[config.mk]
export PLATFORM = sky130hd
export DESIGN_NAME = pipeline_ctrl
export DESIGN_NICKNAME = d
export VERILOG_FILES = /design/src/rtl/pipeline_ctrl_pkg.sv /design/src/rtl/pipeline_ctrl_forward_unit.sv /design/src/rtl/pipeline_ctrl.sv
export SDC_FILE = /design/constraint.sdc
export NUM_CORES = 1
export LEC_CHECK = 0
export BUFFER_PORTS_ARGS = -buffer_cell sky130_fd_sc_hd__buf_2
export CAP_MARGIN = 15
export CORE_MARGIN = 3
export CORE_UTILIZATION = 51
export CTS_CLUSTER_SIZE = 24
export DETAILED_ROUTE_END_ITERATION = 8
export HOLD_SLACK_MARGIN = 0.15
export PLACE_DENSITY_LB_ADDON = 0.08
export SYNTH_ARGS = -nofsm -noshare
export SYNTH_HDL_FRONTEND = slang
export SYNTH_SLANG_ARGS = --single-unit
[constraint.sdc]
create_clock -name clk_i -period 2.98 [get_ports clk_i]
set_input_delay 0 -clock clk_i [delete_from_list [all_inputs] [get_ports clk_i]]
set_output_delay 0 -clock clk_i [all_outputs]
set_load 0.005 [all_outputs]
[src/rtl/pipeline_ctrl_pkg.sv]
// Shared types for the pipeline sequencing controller: FSM states and
// EX-stage operand forwarding selects.
package pipeline_ctrl_pkg;

  typedef enum logic {
    RUN      = 1'b0,
    MEM_WAIT = 1'b1
  } state_e;

  localparam logic [1:0] FWD_RF  = 2'b00;
  localparam logic [1:0] FWD_WB  = 2'b01;
  localparam logic [1:0] FWD_MEM = 2'b10;

endpackage

[src/rtl/pipeline_ctrl_forward_unit.sv]
// Operand forwarding select for one EX-stage source register.
// The younger EX/MEM result takes priority over MEM/WB.
module forward_unit
  import pipeline_ctrl_pkg::*;
(
  input  logic [4:0] i_rs,
  input  logic [4:0] i_mem_rd,
  input  logic       i_mem_regwrite,
  input  logic [4:0] i_wb_rd,
  input  logic       i_wb_regwrite,
  output logic [1:0] o_sel
);

  // Compare the source register against both in-flight destinations.
  always_comb begin
    o_sel = FWD_RF;
    if (i_mem_regwrite && (i_mem_rd != 5'd0) && (i_mem_rd == i_rs)) begin
      o_sel = FWD_MEM;
    end else if (i_wb_regwrite && (i_wb_rd != 5'd0) && (i_wb_rd == i_rs)) begin
      o_sel = FWD_WB;
    end else begin
      o_sel = FWD_RF;
    end
  end

endmodule

[src/rtl/pipeline_ctrl.sv]
// 5-stage pipeline sequencing controller: load-use stalls, branch flushes,
// operand forwarding, data-memory wait stalls and saturating perf counters.
module pipeline_ctrl
  import pipeline_ctrl_pkg::*;
#(
  parameter int CNT_W       = 16,
  parameter int MEM_TIMEOUT = 64
) (
  input  logic             clk_i,
  input  logic             rst_i,
  input  logic [4:0]       id_rs1_i,
  input  logic [4:0]       id_rs2_i,
  input  logic             id_uses_rs1_i,
  input  logic             id_uses_rs2_i,
  input  logic             branch_taken_i,
  input  logic [4:0]       ex_rs1_i,
  input  logic [4:0]       ex_rs2_i,
  input  logic [4:0]       ex_rd_i,
  input  logic             ex_memread_i,
  input  logic [4:0]       mem_rd_i,
  input  logic             mem_regwrite_i,
  input  logic             mem_memread_i,
  input  logic             mem_memwrite_i,
  input  logic [4:0]       wb_rd_i,
  input  logic             wb_regwrite_i,
  input  logic             dmem_ack_i,
  output logic             dmem_req_o,
  output logic             pc_en_o,
  output logic             if_id_en_o,
  output logic             id_ex_en_o,
  output logic             ex_mem_en_o,
  output logic             if_id_flush_o,
  output logic             id_ex_flush_o,
  output logic             mem_wb_bubble_o,
  output logic [1:0]       fwd_a_o,
  output logic [1:0]       fwd_b_o,
  output logic             mem_err_o,
  output logic [CNT_W-1:0] stall_cnt_o,
  output logic [CNT_W-1:0] flush_cnt_o
);

  localparam int WAIT_W = $clog2(MEM_TIMEOUT + 1);

  state_e            r_state, w_state_nxt;
  logic [WAIT_W-1:0] r_wait_cnt, w_wait_cnt_nxt;
  logic              r_mem_err, w_mem_err_nxt;
  logic [CNT_W-1:0]  r_stall_cnt, r_flush_cnt;
  logic              w_mem_access, w_mem_stall, w_load_use, w_req;
  logic [1:0]        w_fwd_a, w_fwd_b;

  assign w_mem_access = mem_memread_i | mem_memwrite_i;

  assign w_load_use = ex_memread_i && (ex_rd_i != 5'd0) &&
                      ((id_uses_rs1_i && (ex_rd_i == id_rs1_i)) ||
                       (id_uses_rs2_i && (ex_rd_i == id_rs2_i)));

  // Memory handshake FSM: a late ack stalls until ack or timeout.
  always_comb begin
    w_state_nxt    = r_state;
    w_wait_cnt_nxt = r_wait_cnt;
    w_mem_err_nxt  = r_mem_err;
    w_mem_stall    = 1'b0;
    w_req          = 1'b0;
    case (r_state)
      RUN: begin
        w_req = w_mem_access;
        if (w_mem_access && !dmem_ack_i) begin
          w_mem_stall    = 1'b1;
          w_state_nxt    = MEM_WAIT;
          w_wait_cnt_nxt = WAIT_W'(1);
        end else begin
          w_state_nxt = RUN;
        end
      end
      MEM_WAIT: begin
        w_req = 1'b1;
        if (dmem_ack_i) begin
          w_state_nxt = RUN;
        end else if (r_wait_cnt == WAIT_W'(MEM_TIMEOUT)) begin
          w_mem_err_nxt = 1'b1;
          w_state_nxt   = RUN;
        end else begin
          w_mem_stall    = 1'b1;
          w_wait_cnt_nxt = r_wait_cnt + WAIT_W'(1);
        end
      end
      default: begin
        w_state_nxt = RUN;
      end
    endcase
  end

  // Pipeline register controls; reset forces a fully flushed, frozen pipe.
  always_comb begin
    pc_en_o         = 1'b0;
    if_id_en_o      = 1'b0;
    id_ex_en_o      = 1'b0;
    ex_mem_en_o     = 1'b0;
    if_id_flush_o   = 1'b0;
    id_ex_flush_o   = 1'b0;
    mem_wb_bubble_o = 1'b0;
    if (rst_i) begin
      if_id_flush_o   = 1'b1;
      id_ex_flush_o   = 1'b1;
      mem_wb_bubble_o = 1'b1;
    end else if (w_mem_stall) begin
      mem_wb_bubble_o = 1'b1;
    end else if (w_load_use) begin
      id_ex_en_o    = 1'b1;
      ex_mem_en_o   = 1'b1;
      id_ex_flush_o = 1'b1;
    end else begin
      pc_en_o       = 1'b1;
      if_id_en_o    = 1'b1;
      id_ex_en_o    = 1'b1;
      ex_mem_en_o   = 1'b1;
      if_id_flush_o = branch_taken_i;
    end
  end

  forward_unit u_fwd_a (
    .i_rs           (ex_rs1_i),
    .i_mem_rd       (mem_rd_i),
    .i_mem_regwrite (mem_regwrite_i),
    .i_wb_rd        (wb_rd_i),
    .i_wb_regwrite  (wb_regwrite_i),
    .o_sel          (w_fwd_a)
  );

  forward_unit u_fwd_b (
    .i_rs           (ex_rs2_i),
    .i_mem_rd       (mem_rd_i),
    .i_mem_regwrite (mem_regwrite_i),
    .i_wb_rd        (wb_rd_i),
    .i_wb_regwrite  (wb_regwrite_i),
    .o_sel          (w_fwd_b)
  );

  assign dmem_req_o = rst_i ? 1'b0 : w_req;
  assign fwd_a_o    = rst_i ? FWD_RF : w_fwd_a;
  assign fwd_b_o    = rst_i ? FWD_RF : w_fwd_b;

  // State, wait counter, sticky error and saturating perf counters.
  always_ff @(posedge clk_i or posedge rst_i) begin
    if (rst_i) begin
      r_state     <= RUN;
      r_wait_cnt  <= '0;
      r_mem_err   <= 1'b0;
      r_stall_cnt <= '0;
      r_flush_cnt <= '0;
    end else begin
      r_state    <= w_state_nxt;
      r_wait_cnt <= w_wait_cnt_nxt;
      r_mem_err  <= w_mem_err_nxt;
      if (!pc_en_o && (r_stall_cnt != {CNT_W{1'b1}})) begin
        r_stall_cnt <= r_stall_cnt + CNT_W'(1);
      end else begin
        r_stall_cnt <= r_stall_cnt;
      end
      if (if_id_flush_o && (r_flush_cnt != {CNT_W{1'b1}})) begin
        r_flush_cnt <= r_flush_cnt + CNT_W'(1);
      end else begin
        r_flush_cnt <= r_flush_cnt;
      end
    end
  end

  assign mem_err_o   = r_mem_err;
  assign stall_cnt_o = r_stall_cnt;
  assign flush_cnt_o = r_flush_cnt;

endmodule
==> impl_metrics.yaml, run 1 <==
status:
  status: "completed"
drt:
  drc_errors: 0
  wl_met3_um: 322
  drt_iter0_markers: 88
  vias: 2189
  wl_met2_mm: 2.98
  vias_per_cell: 5.35
  drtPass1Iterations: 4
  wirelength_mm: 5.75
  antenna_left: 0
  met1_length_mm: 2.40
  routedWlPerCell_um: 14.1
  top_layer: "met4"
pwr:
  p_total_w: 0.00172
  p_leak_nw: 1.43
  ir_worst_vdd_v: 0.000418
  power.density_nw_per_um2: 552
synthesis:
  synthFlopType: "dfrtp_1"
  netlist_instances: 247
  async_reset_ff_share_pct: 100
  synth-seq-cells: 41
  netlist_area_sq_um: 2500
  yosysTopAreaCell: "dfrtp_1"
  synth_top_cell_area_share_pct: 41.0
  synth_nets: 297
  ys_seq_area_share_pct: 41.0
  synth_edf_count: 0
  post_synth_num_cell_types: 42
  synth_area_leaders: "dfrtp_1 (41%), xnor2_1 (13%), xor2_1 (8.4%)"
  yosys_warnings: 0
  avgSynthCellArea_sq_um: 10.1
timing:
  drv_slew: 0
  setup_tns_ns: 0
  final.setup_skew_ns: 0.00861
  slew-limit-headroom_pct: 59.4
  period_needed_ns: 2.31
  fmax_ghz: 0.433
  grt_setup_unrepaired: "no"
  setup_viol: 0
  min_period_over_period_pct: 77.5
  tightest_slew_ns: 0.604
  hold_viol: 0
cts:
  numCtsBuffers: 5
  clk_pin_slew_ns: 0.08
  cts_resized: 0
  post_cts_buffers: 0
  cts_hold_buffers: 2
  clkLatencyLatePin_ns: 0.29
  cts-htree-levels: 2
  root_buffer: "clkbuf_8"
  cts_tree: "yes"
  cts.sinks: 41
  clockBufferDepth: 2
worst_setup_path:
  timing.rr.start: "r_wait_cnt[0]$_DFFE_PP0P_"
  worstPathRequired_ns: 3.16
  endpoint_kind: "flop"
  critPathLaunchType: "flop"
  worstPathArrival_ns: 2.49
  critPathLaunch: "r_wait_cnt[0]$_DFFE_PP0P_"
  crit_end: "stall_cnt_o[15]$_DFFE_PP0P_"
  crit_type: "flop to flop"
  r2r_cells: 9
  r2r-end: "stall_cnt_o[15]$_DFFE_PP0P_"
  critPathMaxFanout: 11
  rrSetupSlack_ns: 0.67
place:
  dpl_cell_area_sq_um: 3030
  post-place-cells: 401
  portBuffers: 90
  post-dp-hpwl_mm: 4.61
  gp_congestion: 0.810
global_routing:
  grt_pass1_wl_mm: 9.72
  grtUsageTotal_pct: 20.1
  grt_pass1_vias: 2200
  grt_max_degree: 21
  grt.overflow.total: 0
  grt_antenna_before_repair: 0
final_layout:
  drive_gt1_share_pct: 33.1
  mostFrequentLayoutCells: "buf_2 (90), dfrtp_1 (41), xnor2_1 (37), nand2_1 (24), xor2_1 (24)"
  stdcell_count: 409
  antenna-diode-count: 0
  fillers: 369
  fin_nets: 395
  final_common_cell: "buf_2"
  syn_to_final_growth_pct: 24.8
  fin_area_sq_um: 3120
worst_hold_path:
  holdCritStartpoint: "mem_memread_i"
  holdCritPathClass: "primary input to flop"
die:
  pin_count: 91
  chipWidth_um: 76.0
  die_y_um: 76.0
  dieArea_sq_um: 5780
  initial_core_util_pct: 55.1
  core_area_sq_um: 4530
  row_count: 24
flow_run:
  drv_cap: 0
==> worst min-delay path by stage <==
| stage | end | slack, ns | cells past startpoint |
|---|---|---|---|
| after floorplan | dmem_req_o | 0.03 | 1 |
| after global placement | flush_cnt_o[7]$_DFFE_PP0P_ | 0.10 | 2 |
| after detailed placement | flush_cnt_o[7]$_DFFE_PP0P_ | 0.11 | 2 |
| after CTS | r_wait_cnt[6]$_DFFE_PP0P_ | 0.15 | 4 |
| after global routing | r_wait_cnt[2]$_DFFE_PP0P_ | 0.20 | 4 |
| final | r_wait_cnt[6]$_DFFE_PP0P_ | 0.16 | 4 |
==> stage by stage <==
step	setup WS, ns	utilization [%]	hold WS (ns)
finish	0.671	68.8	0.157
global route	0.503	68.8	0.196
CTS	0.689	68.8	0.151
detailed placement	0.677	66.7	0.113
global placement	0.775	66.7	0.101
floorplan	0.938	-	0.0311
==> registers in the layout, indices dropped and copies added (netlist names) <==
name and flops:
flush_cnt_o 16, mem_err_o 1, r_wait_cnt 7, stall_cnt_o 16, r_state 1
==> Yosys cell counts, types with 2 or more instances <==
cell type	number
dfrtp_1	41
xnor2_1	37
nand2_1	24
xor2_1	24
nor2_1	15
nand3_1	12
nand4_1	12
nor3_1	9
inv_1	8
and2_1	6
and3_1	6
nor4_1	5
ha_1	4
a31oi_1	3
and4_1	3
mux2_1	3
nor4_2	3
o21ai_0	3
or4_1	3
a31oi_4	2
buf_4	2
mux2_2	2
==> cell type report <==
cell class,instances,area (sq um),share of cell area (%)
clock buffer,5,68.8,2.21
clock inverter,1,5.00,0.160
inverter,8,30.0,0.962
multi-input combinational,195,1420,45.6
sequential,41,1030,32.9
tap,65,81.3,2.61
timing repair buffer,94,485,15.6
==> power by group <==
group          internal (W)  switching (W)  leakage [nW]
Combinational      0.000277       0.000276         0.881
Clock              0.000154       0.000177        0.0399
Sequential         0.000682       0.000156         0.510
Total               0.00111       0.000608          1.43
==> metal layers <==
layer	vias to the layer above	global-route usage (%)
li1	1066	-
met1	1049	24.1
met2	68	36.3
met3	6	5.08
met4	0	4.71
met5	-	0
==> worst max-delay path, stage by stage (launching register included) <==
cell and delay [ns]:
dfrtp_1 0.40, inv_1 0.08, ha_1 0.20, nand4b_1 0.17, o211ai_4 0.16, a32oi_1 0.22
o21a_1 0.38, and3_1 0.32, nand4_1 0.14, xnor2_1 0.14
==> cells by family after synthesis <==
family / synth area share, %
buffers and inverters: 2.00
AND/OR/NAND/NOR: 25.0
flip-flops: 41.0
XOR/XNOR: 21.4
multiplexers: 2.25
adder cells (fa/ha/maj): 2.00
AO/OA/AOI/OAI: 6.31
No activity file was read; power rests on OpenSTA's default activity.
==> inputs of run 2 (changes only) <==
--- a/config.mk
+++ b/config.mk
@@ -8,7 +8,7 @@
 export BUFFER_PORTS_ARGS = -buffer_cell sky130_fd_sc_hd__buf_2
 export CAP_MARGIN = 15
 export CORE_MARGIN = 3
-export CORE_UTILIZATION = 51
+export CORE_UTILIZATION = 45
 export CTS_CLUSTER_SIZE = 24
 export DETAILED_ROUTE_END_ITERATION = 8
 export HOLD_SLACK_MARGIN = 0.15
==> constraint.sdc (replaced) <==
create_clock -name clk_i -period 2.1 [get_ports clk_i]
set_input_delay 0 -clock clk_i [delete_from_list [all_inputs] [get_ports clk_i]]
set_output_delay 0 -clock clk_i [all_outputs]
set_load 0.005 [all_outputs]
==> run 2 against run 1 <==
- setup slack lost 0.65 ns
- combinational power up 73%
- register-to-register slack got worse by 0.65 ns
- die area grew 12%
- non-clock buffer count up 21
- sequential share of layout area down 2.6 points
- critical endpoint is now flush_cnt_o[15]$_DFFE_PP0P_
- fmax is 11% higher
- final cell count is 6.8% higher
- sequential cell count unchanged
==> impl_metrics.yaml, run 2 (synthesized netlist as in run 1, its figures left out) <==
status:
  status: "completed"
place:
  dpl_cell_area_sq_um: 3100
  post-dp-hpwl_mm: 4.58
  portBuffers: 90
  gp_congestion: 0.801
global_routing:
  grt.overflow.total: 0
  grt_pass1_wl_mm: 9.62
  grt_pass1_vias: 2092
  grtUsageTotal_pct: 19.1
  grt_max_degree: 25
  grt_antenna_before_repair: 0
final_layout:
  fillers: 451
  drive_gt1_share_pct: 39.8
  antenna-diode-count: 0
  syn_to_final_growth_pct: 35.6
  fin_nets: 417
  fin_area_sq_um: 3390
  mostFrequentLayoutCells: "buf_2 (91), dfrtp_1 (41), xnor2_1 (37), xor2_1 (24), nand2_1 (23)"
  final_common_cell: "buf_2"
drt:
  vias: 2219
  drtPass1Iterations: 4
  antenna_left: 0
  vias_per_cell: 5.08
  wirelength_mm: 5.98
  drt_iter0_markers: 93
  drc_errors: 0
  routedWlPerCell_um: 13.7
worst_setup_path:
  timing.rr.start: "r_wait_cnt[1]$_DFFE_PP0P_"
  worstPathRequired_ns: 2.32
  crit_chain: "inv_2 > ha_4 > nand4b_1 > o211ai_4 > a21oi_2 > a31oi_4 > nand2_4 > nor4_4 > xor2_1"
  endpoint_kind: "flop"
  critPathLaunch: "r_wait_cnt[1]$_DFFE_PP0P_"
  slowest_stage: "dfrtp_1"
  crit_type: "flop to flop"
  critPathMaxFanout: 5
  critPathLaunchType: "flop"
  slowest_delay_ns: 0.40
  worstPathArrival_ns: 2.30
worst_hold_path:
  holdCritPathClass: "primary input to flop"
  holdCritStartpoint: "mem_memread_i"
cts:
  clockBufferDepth: 2
  root_buffer: "clkbuf_8"
  clk_pin_slew_ns: 0.08
  clkLatencyLatePin_ns: 0.29
  cts.sinks: 41
  cts-htree-levels: 2
  numCtsBuffers: 5
  cts_tree: "yes"
timing:
  grt_setup_unrepaired: "yes"
  slew-limit-headroom_pct: 63.3
  tightest_slew_ns: 0.547
  setup_viol: 0
  whs_ns: 0.166
  hold_viol: 0
  min_period_over_period_pct: 99.2
  fmax_ghz: 0.480
  setup_tns_ns: 0
  final.setup_skew_ns: 0.00430
  drv_slew: 0
  period_needed_ns: 2.08
die:
  die_y_um: 80.5
  core_area_sq_um: 5240
  pin_count: 91
  initial_core_util_pct: 47.7
  chipWidth_um: 80.5
  row_count: 26
  dieArea_sq_um: 6490
flow_run:
  drv_cap: 0
pwr:
  ir_worst_vdd_v: 0.000569
  p_leak_nw: 1.56
  power.density_nw_per_um2: 781
-- run 2: layer usage --
layer,track usage [%],wire length [um],vias to the layer above
li1,-,-,1107
met3,4.04,373,5
met1,24.8,2650,1049
met4,5.57,53,0
met5,0,0,-
met2,32.0,2900,58
-- run 2: final cells by class --
| class | count | area, sq um | share of cell area [%] |
|---|---|---|---|
| Clock buffer | 7 | 86.3 | 2.55 |
| Inverter | 8 | 30.0 | 0.886 |
| Tap cell | 70 | 87.6 | 2.58 |
| Timing Repair Buffer | 115 | 663 | 19.6 |
| Sequential cell | 41 | 1030 | 30.3 |
| Multi-Input combinational cell | 196 | 1500 | 44.2 |
-- run 2: critical path: cells and delay by family (launching register included) --
kind | cells | cell delay, ns
buf+inv | 1 | 0.09
compound gates | 3 | 0.66
fa+ha+maj | 1 | 0.12
simple gates | 3 | 0.58
flops | 1 | 0.40
xor+xnor | 1 | 0.16
-- run 2: what timing repair did --
action                     in CTS  in global routing
hold buffers                    3                  0
setup endpoints to repair       3                 12
hold endpoints to repair       49                  0
buffers inserted                2                  8
gates cloned                    1                  1
pin swaps                       6                 12
gates resized for setup         1                 17
-- run 2: report_power, final --
part | switching (W) | internal [W]
Combinational | 0.000454 | 0.000503
Clock | 0.000263 | 0.000261
Sequential | 0.000200 | 0.000967
Total | 0.000917 | 0.00173
-- run 2: metrics by stage --
step / power [W] / worst slack, ns / util [%] / instances
2_1_floorplan: 0.00163 / 0.0576 / - / 247
3_3_place_gp: 0.00202 / 0.0747 / 59.2 / 415
6_report: 0.00265 / 0.0161 / 64.7 / 437
4_1_cts: 0.00258 / -0.0128 / 62.2 / 428
5_1_grt: 0.00284 / -0.134 / 64.7 / 437
3_5_place_dp: 0.00203 / 0.00465 / 59.2 / 415
-- run 2: final timing paths --
check                      slack [ns]  depth (start not counted)                           to
setup / recovery                 0.02                          9  flush_cnt_o[15]$_DFFE_PP0P_
hold / removal                   0.17                          4    r_wait_cnt[3]$_DFFE_PP0P_
setup reg to reg                 0.02                          9  flush_cnt_o[15]$_DFFE_PP0P_
hold reg to reg                  0.45                          1        mem_err_o$_DFFE_PP0P_
max in group asynchronous        1.32                          4    r_wait_cnt[4]$_DFFE_PP0P_
min in group asynchronous        0.23                          3        mem_err_o$_DFFE_PP0P_
==> inputs of run 3 (changes only) <==
--- a/config.mk
+++ b/config.mk
@@ -5,12 +5,12 @@
 export SDC_FILE = /design/constraint.sdc
 export NUM_CORES = 1
 export LEC_CHECK = 0
-export BUFFER_PORTS_ARGS = -buffer_cell sky130_fd_sc_hd__buf_2
 export CAP_MARGIN = 15
 export CORE_MARGIN = 3
-export CORE_UTILIZATION = 45
+export CORE_UTILIZATION = 51
 export CTS_CLUSTER_SIZE = 24
 export DETAILED_ROUTE_END_ITERATION = 8
+export DONT_BUFFER_PORTS = 1
 export HOLD_SLACK_MARGIN = 0.15
 export PLACE_DENSITY_LB_ADDON = 0.08
 export SYNTH_ARGS = -nofsm -noshare
==> run 3 against run 2 <==
- sequential power hardly changed
- die area decreased by 11%
- via count decreased by 12%
- sequential share of layout area is 4.9 points higher
- highest routed layer unchanged
- register-to-register slack about the same
- setup slack lost 0.0033 ns
==> impl_metrics.yaml, run 3 (synthesized netlist as in run 1, its figures left out) <==
die:
  row_count: 24
  pin_count: 91
  chipWidth_um: 76.0
  initial_core_util_pct: 55.1
  core_area_sq_um: 4530
  dieArea_sq_um: 5780
  die_y_um: 76.0
drt:
  routedWlPerCell_um: 16.0
  drc_errors: 0
  drt_iter0_markers: 40
  drtPass1Iterations: 4
  vias: 1946
  antenna_left: 0
  vias_per_cell: 5.59
  wirelength_mm: 5.57
status:
  status: "completed"
timing:
  grt_setup_unrepaired: "yes"
  slew-limit-headroom_pct: 69.9
  final.setup_skew_ns: 0.00514
  period_needed_ns: 2.09
  hold_viol: 0
  setup_viol: 0
  fmax_ghz: 0.479
  tightest_slew_ns: 0.450
  drv_slew: 0
  whs_ns: 0.0810
  min_period_over_period_pct: 99.4
  setup_tns_ns: 0
global_routing:
  grt_pass1_wl_mm: 9.47
  grt.overflow.total: 0
  grt_max_degree: 18
  grt_pass1_vias: 1965
  grt_antenna_before_repair: 0
  grtUsageTotal_pct: 19.9
pwr:
  p_switching_w: 0.000824
  switching_share_pct: 34.8
  intPower_w: 0.00154
  seq_power_share_pct: 50.5
  p_leak_nw: 1.20
  p_comb_share_pct: 28.6
  power_frac_clock_pct: 20.9
  power.density_nw_per_um2: 811
  ir_worst_vdd_v: 0.000600
  p_total_w: 0.00237
cts:
  cts_tree: "yes"
  root_buffer: "clkbuf_8"
  clockBufferDepth: 2
  cts-htree-levels: 2
  clk_pin_slew_ns: 0.08
  numCtsBuffers: 5
  cts.sinks: 41
  clkLatencyLatePin_ns: 0.29
worst_setup_path:
  slowest_stage: "or3_4"
  critPathLaunchType: "flop"
  worst_path_dominant_cell_family: "simple AND/OR/NAND/NOR gates"
  worstPathRequired_ns: 2.31
  crit_chain: "or3_4 > o211ai_4 > a21oi_2 > a31oi_4 > nand2_4 > nor4_4 > xor2_1"
  slowest_delay_ns: 0.41
  critPathMaxFanout: 5
  endpoint_kind: "flop"
  path_buf_inv: 0
  rrSetupSlack_ns: 0.01
  crit_type: "flop to flop"
  worstPathArrival_ns: 2.30
place:
  post-place-cells: 328
  portBuffers: 0
  post-dp-hpwl_mm: 4.31
  gp_congestion: 0.810
final_layout:
  fillers: 369
  mostFrequentLayoutCells: "dfrtp_1 (41), xnor2_1 (37), nand2_1 (24), xor2_1 (24), buf_4 (24)"
  syn_to_final_growth_pct: 16.9
  fin_nets: 332
  final_common_cell: "dfrtp_1"
  finish.utilization_pct: 64.4
  antenna-diode-count: 0
  stdcell_count: 348
  drive_gt1_share_pct: 17.7
worst_hold_path:
  holdCritPathClass: "primary input to asynchronous set/reset pin"
flow_run:
  drv_cap: 0
==> run 3: cell count changes in the layout (fill, tap and decap cells not counted), moves of 2 or more <==
cell / before / now
clkbuf_1: 1 / 3
mux2_1: 1 / 3
buf_6: 2 / 0
nor3_1: 6 / 9
nor3_2: 3 / 0
buf_2: 91 / 0
buf_4: 18 / 24
dlygate4sd3_1: 3 / 5
mux2_4: 2 / 0
==> run 3: final timing paths <==
path / start / endpoint / cells after the start
max in group asynchronous: rst_i / stall_cnt_o[10]$_DFFE_PP0P_ / 4
max: r_wait_cnt[4]$_DFFE_PP0P_ / flush_cnt_o[15]$_DFFE_PP0P_ / 7
max reg2reg: r_wait_cnt[4]$_DFFE_PP0P_ / flush_cnt_o[15]$_DFFE_PP0P_ / 7
min in group clk_i: mem_memread_i / dmem_req_o / 2
min reg2reg: mem_err_o$_DFFE_PP0P_ / mem_err_o$_DFFE_PP0P_ / 1
min: rst_i / stall_cnt_o[2]$_DFFE_PP0P_ / 3
==> run 3: repair_timing <==
action | CTS | global route
pin swaps | 3 | 5
hold buffers | 4 | 2
endpoints found under the hold margin | 55 | 16
cloned | 0 | 1
resized for setup | 0 | 8
buffers inserted | 0 | 5
setup endpoints to repair | 1 | 22
==> run 3: metal layers <==
| layer | up-vias | GRT usage, % | wire, um |
|---|---|---|---|
| met4 | 0 | 4.71 | 62 |
| met2 | 45 | 34.2 | 2850 |
| met3 | 8 | 6.50 | 306 |
| li1 | 939 | - | - |
| met5 | - | 0 | 0 |
| met1 | 954 | 24.4 | 2350 |
==> run 3: final cells by class <==
cell class	count	area (sq um)	area share [%]
multi-input cells	196	1460	50.0
flip-flops and latches	41	1030	35.1
repair buffers	30	243	8.31
well taps	65	81.3	2.78
clock buffers	8	80.1	2.74
inverters	8	30.0	1.03
==> run 3: worst register-to-register path, cell delays in order (launching register included) <==
cell      delay [ns]
dfrtp_1         0.40
or3_4           0.41
o211ai_4        0.29
a21oi_2         0.11
a31oi_4         0.23
nand2_4         0.13
nor4_4          0.27
xor2_1          0.17
==> run 3: metrics by stage <==
step                      area (sq um)  setup slack [ns]
after floorplan                   2500            0.0576
after global placement            2700            0.0605
after detailed placement          2700            0.0254
after CTS                         2820           0.00600
after global routing              2920           -0.0738
final                             2920            0.0128
==> run 3: power groups by stage <==
stage | clock, W | combinational [W] | sequential, W
after floorplan | 0 | 0.000454 | 0.00117
final | 0.000494 | 0.000678 | 0.00120
after detailed placement | 0 | 0.000643 | 0.00121
after CTS | 0.000507 | 0.000659 | 0.00120
after global placement | 0 | 0.000638 | 0.00121
after global routing | 0.000540 | 0.000775 | 0.00123
